$ cat src/rtl/pueo_trig_issuer_if.sv
// AXI4-Stream readout start-address channel from the trigger issuer to the URAM.
// 0-cycle (wires only); tvalid holds until tready is seen on a rising edge.
// The slave stalls the master by holding tready low.
interface pueo_trig_issuer_if;
    logic [15:0] tdata;
    logic        tvalid;
    logic        tready;

    modport master (output tdata, output tvalid, input tready);
    modport slave  (input tdata, input tvalid, output tready);
endinterface

$ cat src/rtl/pueo_trig_issuer.sv
// Trigger issuer: numbers trigger requests, sends URAM start address, then strobes the event buffer.
// Latency: request edge -> tvalid 2 cycles, handshake -> trig_valid 1 cycle; 3-cycle minimum issue spacing.
// Backpressure: tready low stalls in ADDR; full FIFO, run_stop or MAX_OUTSTANDING limit refuse or hold requests.

module pueo_trig_issuer_fifo #(
    parameter int WIDTH = 15,
    parameter int DEPTH = 4
) (
    input  logic             clk_i,
    input  logic             rst_n_i,
    input  logic             clr_i,
    input  logic             wr_vld_i,
    input  logic [WIDTH-1:0] wr_dat_i,
    input  logic             rd_rdy_i,
    output logic [WIDTH-1:0] rd_dat_o,
    output logic             empty_o,
    output logic             full_o
);
    localparam int AW = $clog2(DEPTH);

    logic [WIDTH-1:0] mem_q [DEPTH];
    logic [AW:0]      wr_ptr_q, wr_ptr_d;
    logic [AW:0]      rd_ptr_q, rd_ptr_d;
    logic             wr_en;
    logic             rd_en;

    // Extra pointer bit distinguishes full from empty when the indices match.
    always_comb begin
        empty_o  = (wr_ptr_q == rd_ptr_q);
        full_o   = (wr_ptr_q[AW] != rd_ptr_q[AW]) && (wr_ptr_q[AW-1:0] == rd_ptr_q[AW-1:0]);
        wr_en    = wr_vld_i && !full_o;
        rd_en    = rd_rdy_i && !empty_o;
        wr_ptr_d = wr_ptr_q + {{AW{1'b0}}, wr_en};
        rd_ptr_d = rd_ptr_q + {{AW{1'b0}}, rd_en};
        if (clr_i) begin
            wr_ptr_d = '0;
            rd_ptr_d = '0;
        end
        rd_dat_o = mem_q[rd_ptr_q[AW-1:0]];
    end

    always_ff @(posedge clk_i or negedge rst_n_i) begin
        if (!rst_n_i) begin
            wr_ptr_q <= '0;
            rd_ptr_q <= '0;
        end else begin
            wr_ptr_q <= wr_ptr_d;
            rd_ptr_q <= rd_ptr_d;
        end
    end

    always_ff @(posedge clk_i) begin
        if (wr_en) begin
            mem_q[wr_ptr_q[AW-1:0]] <= wr_dat_i;
        end
    end
endmodule

module pueo_trig_issuer #(
    parameter int          FIFO_DEPTH      = 4,
    parameter logic [14:0] LOOKBACK        = 15'd50,
    parameter int          MAX_OUTSTANDING = 4,
    parameter logic [15:0] EVT_NO_INIT     = 16'h0000
) (
    input  logic                  memclk_i,
    input  logic                  memclk_rstn_i,
    input  logic                  run_rst_i,
    input  logic                  run_stop_i,
    input  logic                  trig_req_i,
    input  logic [14:0]           trig_req_time_i,
    input  logic                  evt_done_i,
    pueo_trig_issuer_if.master    m_axis,
    output logic [14:0]           trig_time_o,
    output logic [15:0]           event_no_o,
    output logic                  trig_valid_o,
    output logic                  busy_o,
    output logic [7:0]            drop_cnt_o,
    output logic                  overflow_o
);
    typedef enum logic [1:0] {S_IDLE, S_ADDR, S_TRIG} state_e;

    localparam logic [3:0] MAX_OUT = 4'(MAX_OUTSTANDING);

    state_e      state_q, state_d;
    logic        fifo_empty;
    logic        fifo_full;
    logic [14:0] fifo_head;
    logic        fifo_wr;
    logic        drop;
    logic        pop;
    logic        hs;

    logic [14:0] time_q, time_d;
    logic [14:0] addr_q, addr_d;
    logic [15:0] evt_cnt_q, evt_cnt_d;
    logic [14:0] trig_time_q, trig_time_d;
    logic [15:0] event_no_q, event_no_d;
    logic [3:0]  out_cnt_q, out_cnt_d;
    logic [7:0]  drop_cnt_q, drop_cnt_d;
    logic        overflow_q, overflow_d;
    logic        out_inc;
    logic        out_dec;

    // Writes are gated only by full inside the FIFO; a simultaneous pop never frees a slot early.
    assign fifo_wr = trig_req_i && !run_stop_i && !run_rst_i;
    assign drop    = trig_req_i && !run_rst_i && (run_stop_i || fifo_full);

    pueo_trig_issuer_fifo #(
        .WIDTH (15),
        .DEPTH (FIFO_DEPTH)
    ) u_req_fifo (
        .clk_i    (memclk_i),
        .rst_n_i  (memclk_rstn_i),
        .clr_i    (run_rst_i),
        .wr_vld_i (fifo_wr),
        .wr_dat_i (trig_req_time_i),
        .rd_rdy_i (pop),
        .rd_dat_o (fifo_head),
        .empty_o  (fifo_empty),
        .full_o   (fifo_full)
    );

    always_ff @(posedge memclk_i or negedge memclk_rstn_i) begin
        if (!memclk_rstn_i) begin
            state_q <= S_IDLE;
        end else begin
            state_q <= state_d;
        end
    end

    always_comb begin
        state_d = state_q;
        pop     = 1'b0;
        hs      = 1'b0;
        if (run_rst_i) begin
            state_d = S_IDLE;
        end else begin
            case (state_q)
                S_IDLE: begin
                    if (!fifo_empty && (out_cnt_q < MAX_OUT)) begin
                        state_d = S_ADDR;
                        pop     = 1'b1;
                    end
                end
                S_ADDR: begin
                    if (m_axis.tready) begin
                        state_d = S_TRIG;
                        hs      = 1'b1;
                    end
                end
                S_TRIG:  state_d = S_IDLE;
                default: state_d = S_IDLE;
            endcase
        end
    end

    always_comb begin
        m_axis.tvalid = (state_q == S_ADDR);
        m_axis.tdata  = {1'b0, addr_q};
        trig_valid_o  = (state_q == S_TRIG);
        trig_time_o   = trig_time_q;
        event_no_o    = event_no_q;
        busy_o        = !fifo_empty || (state_q != S_IDLE);
        drop_cnt_o    = drop_cnt_q;
        overflow_o    = overflow_q;
    end

    always_comb begin
        time_d      = time_q;
        addr_d      = addr_q;
        evt_cnt_d   = evt_cnt_q;
        trig_time_d = trig_time_q;
        event_no_d  = event_no_q;
        out_cnt_d   = out_cnt_q;
        drop_cnt_d  = drop_cnt_q;
        overflow_d  = overflow_q | drop;
        out_inc     = (state_q == S_TRIG);
        out_dec     = evt_done_i && (out_cnt_q != 4'd0);

        if (pop) begin
            time_d    = fifo_head;
            addr_d    = fifo_head - LOOKBACK;
            evt_cnt_d = evt_cnt_q + 16'd1;
        end
        if (hs) begin
            trig_time_d = time_q;
            event_no_d  = evt_cnt_q;
        end
        if (out_inc && !out_dec) begin
            out_cnt_d = out_cnt_q + 4'd1;
        end else if (!out_inc && out_dec) begin
            out_cnt_d = out_cnt_q - 4'd1;
        end
        if (drop && (drop_cnt_q != 8'hFF)) begin
            drop_cnt_d = drop_cnt_q + 8'd1;
        end

        if (run_rst_i) begin
            time_d      = '0;
            addr_d      = '0;
            evt_cnt_d   = EVT_NO_INIT;
            trig_time_d = '0;
            event_no_d  = '0;
            out_cnt_d   = '0;
            drop_cnt_d  = '0;
            overflow_d  = 1'b0;
        end
    end

    always_ff @(posedge memclk_i or negedge memclk_rstn_i) begin
        if (!memclk_rstn_i) begin
            time_q      <= '0;
            addr_q      <= '0;
            evt_cnt_q   <= EVT_NO_INIT;
            trig_time_q <= '0;
            event_no_q  <= '0;
            out_cnt_q   <= '0;
            drop_cnt_q  <= '0;
            overflow_q  <= 1'b0;
        end else begin
            time_q      <= time_d;
            addr_q      <= addr_d;
            evt_cnt_q   <= evt_cnt_d;
            trig_time_q <= trig_time_d;
            event_no_q  <= event_no_d;
            out_cnt_q   <= out_cnt_d;
            drop_cnt_q  <= drop_cnt_d;
            overflow_q  <= overflow_d;
        end
    end
endmodule

$ cat src/flat_wrapper.sv
// flat-port wrapper written by rule: the top's interface ports become plain ports
module pueo_trig_issuer_flat 
#(
    parameter int          FIFO_DEPTH      = 4,
    parameter logic [14:0] LOOKBACK        = 15'd50,
    parameter int          MAX_OUTSTANDING = 4,
    parameter logic [15:0] EVT_NO_INIT     = 16'h0000
)
  (memclk_i, memclk_rstn_i, run_rst_i, run_stop_i, trig_req_i, trig_req_time_i, evt_done_i, trig_time_o, event_no_o, trig_valid_o, busy_o, drop_cnt_o, overflow_o, m_axis_tdata, m_axis_tvalid, m_axis_tready);
  pueo_trig_issuer_if m_axis_i ();
  input  logic memclk_i;
  input  logic memclk_rstn_i;
  input  logic run_rst_i;
  input  logic run_stop_i;
  input  logic trig_req_i;
  input  logic [14:0] trig_req_time_i;
  input  logic evt_done_i;
  output logic [14:0] trig_time_o;
  output logic [15:0] event_no_o;
  output logic trig_valid_o;
  output logic busy_o;
  output logic [7:0] drop_cnt_o;
  output logic overflow_o;
  output wire logic [$bits(m_axis_i.tdata)-1:0] m_axis_tdata;
  output wire logic [$bits(m_axis_i.tvalid)-1:0] m_axis_tvalid;
  input wire logic [$bits(m_axis_i.tready)-1:0] m_axis_tready;
  assign m_axis_tdata = m_axis_i.tdata;
  assign m_axis_tvalid = m_axis_i.tvalid;
  assign m_axis_i.tready = m_axis_tready;
  pueo_trig_issuer #(.FIFO_DEPTH(FIFO_DEPTH), .LOOKBACK(LOOKBACK), .MAX_OUTSTANDING(MAX_OUTSTANDING), .EVT_NO_INIT(EVT_NO_INIT)) u_core (.memclk_i(memclk_i), .memclk_rstn_i(memclk_rstn_i), .run_rst_i(run_rst_i), .run_stop_i(run_stop_i), .trig_req_i(trig_req_i), .trig_req_time_i(trig_req_time_i), .evt_done_i(evt_done_i), .m_axis(m_axis_i), .trig_time_o(trig_time_o), .event_no_o(event_no_o), .trig_valid_o(trig_valid_o), .busy_o(busy_o), .drop_cnt_o(drop_cnt_o), .overflow_o(overflow_o));
endmodule
$ cat config.mk
export PLATFORM = sky130hd
export DESIGN_NAME = pueo_trig_issuer_flat
export DESIGN_NICKNAME = d
export VERILOG_FILES = /design/src/rtl/pueo_trig_issuer_if.sv /design/src/rtl/pueo_trig_issuer.sv /design/src/flat_wrapper.sv
export SDC_FILE = /design/constraint.sdc
export NUM_CORES = 1
export LEC_CHECK = 0
export BUFFER_PORTS_ARGS = -buffer_cell sky130_fd_sc_hd__buf_2
export CORE_AREA = 2 2 149 151
export CTS_BUF_LIST = sky130_fd_sc_hd__clkbuf_16
export CTS_CLUSTER_DIAMETER = 60
export CTS_CLUSTER_SIZE = 28
export DETAILED_ROUTE_END_ITERATION = 16
export DIE_AREA = 0 0 151 153
export REMOVE_ABC_BUFFERS = 1
export SLEW_MARGIN = 25
export SYNTH_ARGS = -nofsm -noshare
export SYNTH_HDL_FRONTEND = slang
export SYNTH_SLANG_ARGS = --single-unit
$ cat constraint.sdc
create_clock -name memclk_i -period 5.55 [get_ports memclk_i]
set_input_delay 0.8325 -clock memclk_i [delete_from_list [all_inputs] [get_ports memclk_i]]
set_output_delay 0.8325 -clock memclk_i [all_outputs]
set_load 0.1 [all_outputs]
**Word level (Yosys, flattened, before mapping)**

Memories as Yosys holds them, arrays and structs flattened.
Cells that the tools add are included.
W data, S select, Z words.

- Register bits: 98
- Bits in writable memories: 60
- Bits of input ports: 22
- Word-level logic and storage cells: 87
- Memories kept: 1

Memories:

| name | depth | bits a word | rd ports | clocked after Yosys merged registers in | wr ports | RTL line | text |
|---|---|---|---|---|---|---|---|
| u_core.u_req_fifo.mem_q | 4 | 15 | 1 | 0 | 1 | pueo_trig_issuer.sv:21 | `logic [WIDTH-1:0] mem_q [DEPTH];` |

- Add/subtract/negate cells: 7
- Order comparisons: 1
- Equality and inequality tests: 8
- Muxes and demuxes: 30
- Bitwise operators: 1
- Reduce and logical (&&, ||, !) cells: 28

Operators by type and width:

| cell | number |
|---|---|
| $mux W15 | 6 |
| $mux W16 | 4 |
| $add A16 B1 Y16 const B | 1 |
| $mux W8 | 2 |
| $sub A15 B6 Y15 const B | 1 |
| $logic_and A1 B1 Y1 | 12 |
| $mux W4 | 3 |
| $mux W1 | 9 |
| $add A8 B1 Y8 const B | 1 |
| $ne A8 B8 Y1 const B | 1 |
| $reduce_bool A2 Y1 | 4 |
| $add A3 B1 Y3 | 2 |
| $logic_not A1 Y1 | 6 |
| $mux W2 | 3 |
| $mux W3 | 2 |
| $ne A3 B2 Y1 const B | 2 |
| $add A4 B1 Y4 const B | 1 |
| $lt A4 B3 Y1 const B | 1 |
| $pmux W2 S2 | 1 |
| $reduce_bool A4 Y1 | 1 |
| $sub A4 B1 Y4 const B | 1 |
| $eq A3 B3 Y1 | 1 |
| $reduce_bool A3 Y1 | 1 |
| $eq A2 B1 Y1 const B | 1 |
| other kinds (7) | 8 |

**Logic depth before layout (Yosys ltp)**

- Word-level depth: 9
- Depth in mapped cells: 11
- Depth with buffers taken out: 8

**Cells and area by module**

From an unflattened synthesis, not the netlist that was laid out.

- Cells, all modules: 519
- Area, all modules: 6757.7 µm²

By module, submodules not included:

| module | instances | cells each | area an instance (µm²) | seq. area each (µm²) |
|---|---|---|---|---|
| pueo_trig_issuer | 1 | 404 | 4177.8 | 2277.2 |
| pueo_trig_issuer_fifo | 1 | 115 | 2580.0 | 1951.9 |

**Least setup slack after synthesis**

Ideal clock, no wire load.

- Path kind: reg2reg
- From: register u_core.state_q[0]
- To: register u_core.out_cnt_q[3]
- Data arrival time: 3151 ps
- Path slack: 2267 ps
- Cell stages (with the launch flop): 9
- Cells stage by stage: dfrtp_1 nor2b_1 nand2_1 ha_1 a21o_1 a21oi_1 mux2i_1 xor2_1 nor2_1

- Cells in the longest elaborated chain, start to end: 4
- Elaborated cells between the ends (all ways): 7
- Those cells by class: eq/ne (1); mux (2); reduce/logical (4)

RTL lines:

| element | RTL line | text |
|---|---|---|
| start: declaration | pueo_trig_issuer.sv:84 | `state_e state_q, state_d;` |
| start signal: assignment | pueo_trig_issuer.sv:127 | `state_q <= state_d;` |
| $eq A2 B2 Y1 (*) | - |  |
| net trig_valid_o | flat_wrapper.sv:20 | `output logic trig_valid_o;` |
| $logic_and A1 B1 Y1 / $logic_not A1 Y1 (equally long branches) | pueo_trig_issuer.sv:189, pueo_trig_issuer.sv:191 |  |
| $mux W4 / $logic_and A1 B1 Y1 (equally long branches) | pueo_trig_issuer.sv:189, pueo_trig_issuer.sv:191 |  |
| $mux W4 / $reduce_bool A3 Y1 (equally long branches) | - |  |
| end signal: assignment | pueo_trig_issuer.sv:226 | `out_cnt_q <= out_cnt_d;` |
| end: declaration | pueo_trig_issuer.sv:98 | `logic [3:0] out_cnt_q, out_cnt_d;` |

Mark *: on every way through the listed nets, which the timed path passes. The rest lies on a longest branch.
A chain may end at the register's enable or synchronous reset.

**Final worst setup path**

- From: register u_core.u_req_fifo.rd_ptr_q[1]
- To: output busy_o

- Cells in the longest elaborated chain, start to end: 3

RTL lines:

| element | RTL line | text |
|---|---|---|
| start: declaration | pueo_trig_issuer.sv:23 | `logic [AW:0] rd_ptr_q, rd_ptr_d;` |
| start signal: assignment | pueo_trig_issuer.sv:48 | `rd_ptr_q <= rd_ptr_d;` |
| $eq A3 B3 Y1 | pueo_trig_issuer.sv:29 | `empty_o = (wr_ptr_q == rd_ptr_q);` |
| $logic_not A1 Y1 | pueo_trig_issuer.sv:163 | `busy_o = !fifo_empty \|\| (state_q != S_IDLE);` |
| $logic_or A1 B1 Y1 | pueo_trig_issuer.sv:163 |  |
| end: declaration | flat_wrapper.sv:21 | `output logic busy_o;` |

No other way between the ends.

==> flow_summary.yaml <==
power:
  power_frac_seq_pct: 42.0
  netSwitchingFraction_pct: 31.22
  p_switching_mw: 0.9928
  clock_power_share_pct: 37.4
  internal_power_mw: 2.187
  powerDensity_nw_per_um2: 400.9
  finalPower_mw: 3.180
  power_frac_comb_pct: 20.6
  worst_vdd_ir_uv: 161.8
  power_leakage_nw: 3.358
critical_path:
  cp_cell_sequence: "xor2_1 > nor3_1 > nand2_1 > buf_2"
  critical-path-max-stage-delay_ps: 850
  critical_path.slowest_cell: "dfrtp_1"
  critical_path_at_ps: 2740
  crit_path_end_kind: "output pin"
  critical_path.max_fanout: 17
  timing_worst_setup_path_type: "register to output pin"
  timing.critical_path.required_ps: 4720
  setup.worst_path.start_class: "register"
synthesis:
  avgSynthCellArea_um2: 13.20
  post_synth_main_area_contributors: "dfrtp_1, edfxtp_1, mux4_2"
  syn_area_um2: 6600
  yosys.cell_types.count: 48
  synth.cells.most_frequent: "dfrtp_1, edfxtp_1, nand2_1"
  synth_enable_flop_cells: 60
  synthesis_warning_total: 0
  area_leader_netlist: "dfrtp_1"
  synth_top_cell_area_share_pct: 36.78
  synthCells: 500
  synth_seq_cells: 157
  synth.yosys.seq_area_share_pct: 64.08
  ys_async_sr_fraction_pct: 61.78
  yosys.cell_count.top_type: "dfrtp_1"
  synth_flop_cell: "dfrtp_1"
clock_tree:
  cts-root-to-sink-buffers: 2
  clk_tree_root_cell: "clkbuf_16"
  numClockSinks: 157
  post_cts.resized_instances: 0
  clk_transition_reported_paths_ps: 60
  postCtsHoldBufs: 0
  cts.htree.levels: 4
  post_cts.repair.setup_buffers: 0
  cts_tree: "done"
  clkLatencyLatePin_ps: 420
  cts_buffers: 17
global_route:
  groute.usage.overall_pct: 12.81
  grt_antenna_before_repair: 0
  grt-ovfl-total: 0
  first_global_vias: 4203
  pin_count_of_the_biggest_net_entering_global_routing: 73
  grt_pass1_wl_um: 22740
detailed_routing:
  number_of_nets_still_failing_antenna_checks_after_routing: 0
  wire_per_inst_um: 16.02
  detailedRoute.firstPassIterationCount: 4
  route.vias.total: 4144
  highest_layer: "met4"
  drc: 0
  wl_met3_um: 598
  drt-met1-wl_um: 6410
  wl_met2_um: 6718
  viasPerCell: 4.752
  initial_detailed_routing_violation_count: 255
  drt_wirelength_um: 13970
floorplan:
  chipHeight_um: 153
  placeableCoreArea_um2: 21490
  floorplan.io_pins: 81
  die_area_um2: 23100
  rows: 54
  start_util_pct: 30.72
  die_x_um: 151
sta:
  setup_violations: 0
  final_hold_viol_count: 0
  worst_clock_skew_ps: 11.58
  maxSlewViolCount: 0
  timing.setup.tns_ps: 0
  slew-limit-headroom_pct: 43.14
  max_clock_freq_mhz: 280.0
  grt_setup_unrepaired: "false"
  finalCritPeriodShare_pct: 64.34
  layout_min_cycle_time_ps: 3571
  worst_slew_pin_slew_ps: 845.1
  worst_hold_slack_ps: 311.4
run:
  timing.max_cap.violations: 0
cells_and_area:
  final_nets: 611
  antenna_cells: 0
  synthesis_to_finish_area_growth_pct: 20.17
  layout-drive-gt1-share_pct: 24.32
  nFillCells: 2064
  finalInstanceArea_um2: 7931
placement:
  place.gp.congestion: 0.7510
  hpwlAfterDp_um: 9548
  port_buffers: 79
  postPlaceCellArea_um2: 7303
run_status:
  status: "finished, final reports clean"
min_path:
  hold_path_class: "primary input to asynchronous set/reset pin"
==> placed cells by master (no fill, tap or decap), types with 6 or more instances in the layout <==
cell,netlist,routed
nand2_1,53,53
a211oi_1,6,6
xor2_1,15,15
dfrtp_1,97,96
clkbuf_16,0,17
edfxtp_1,60,60
xnor2_1,25,25
nand4_1,7,7
nor3_1,8,7
ha_1,9,9
a21oi_1,25,24
a22o_1,31,31
mux4_2,14,14
nor2b_1,7,7
inv_1,10,13
buf_2,5,78
nor2_1,49,48
nor4_1,8,8
buf_4,2,10
nand3_1,6,6
==> final timing paths <==
kind	from	endpoint	slack (ps)	cells after the start
setup / recovery	u_core.u_req_fifo.rd_ptr_q[1]	busy_o	1980	4
hold / removal	memclk_rstn_i	u_core.event_no_o[4]	310	1
setup reg to reg	u_core.u_req_fifo.rd_ptr_q[1]	u_core.u_req_fifo.mem_q[3][9]	2410	5
hold reg to reg	u_core.time_q[11]	u_core.trig_time_o[11]	490	1
max in group asynchronous	memclk_rstn_i	u_core.addr_q[12]	4270	3
min in group memclk_i	u_core.time_q[11]	u_core.trig_time_o[11]	490	1
==> metal layers <==
layer  vias to the layer above  global-route usage [%]
li1                       1968                       -
met1                      2067                   16.70
met2                        89                   20.69
met3                        20                   3.343
met4                         0                   4.406
met5                         -                       0
==> stage by stage <==
stage / utilization [%] / instances / setup WS [ps]
after floorplan: - / 471 / 2229
after global placement: 33.99 / 839 / 2221
after detailed placement: 33.99 / 839 / 2153
after CTS: 36.82 / 871 / 1687
after global routing: 36.91 / 872 / 1801
final: 36.91 / 872 / 1979
==> area by class of cell <==
type	count	area, um2	share of cell area (%)
Timing Repair Buffer	89	485.5	6.121
Inverter	10	37.54	0.4733
Clock inverter	15	181.4	2.287
Tap cell	280	350.3	4.417
Multi-Input combinational cell	304	2221	28.00
Clock buffer	17	425.4	5.364
Sequential cell	157	4230	53.34
==> worst max-delay path, delay by kind of cell, from the launching register on <==
kind,cells,cell delay (ps)
AND/OR/NAND/NOR,2,830
buffers and inverters,1,340
XOR/XNOR,1,300
flip-flops,1,850
==> power by group through the flow <==
stage / Combinational (mW) / Clock (mW) / Sequential [mW]
global placement: 0.646 / 0 / 1.36
floorplan: 0.311 / 0 / 1.53
CTS: 0.662 / 1.21 / 1.34
global route: 0.709 / 1.27 / 1.35
finish: 0.655 / 1.19 / 1.34
detailed placement: 0.661 / 0 / 1.36
==> state kept, by name, summed over array words and instances, names as in the netlist <==
name	flops
u_core.u_req_fifo.rd_ptr_q	3
u_core.overflow_o	1
u_core.event_no_o	16
u_core.u_req_fifo.wr_ptr_q	3
u_core.state_q	2
u_core.addr_q	15
u_core.evt_cnt_q	16
u_core.out_cnt_q	4
u_core.time_q	14
u_core.drop_cnt_o	8
u_core.u_req_fifo.mem_q	60
u_core.trig_time_o	15
==> logic make-up after synthesis <==
logic type	count (synthesis)	share of synthesized area, %
DFF	157	64.08
and+or+nand+nor	157	11.24
AOI/OAI and AO/OA	79	9.175
xor gates and xnor gates	40	5.308
buffers and inverters	39	2.654
muxes	17	5.479
adders and majority gates	10	2.010
other	1	0.05682
Power figures use the tool's default switching activity.
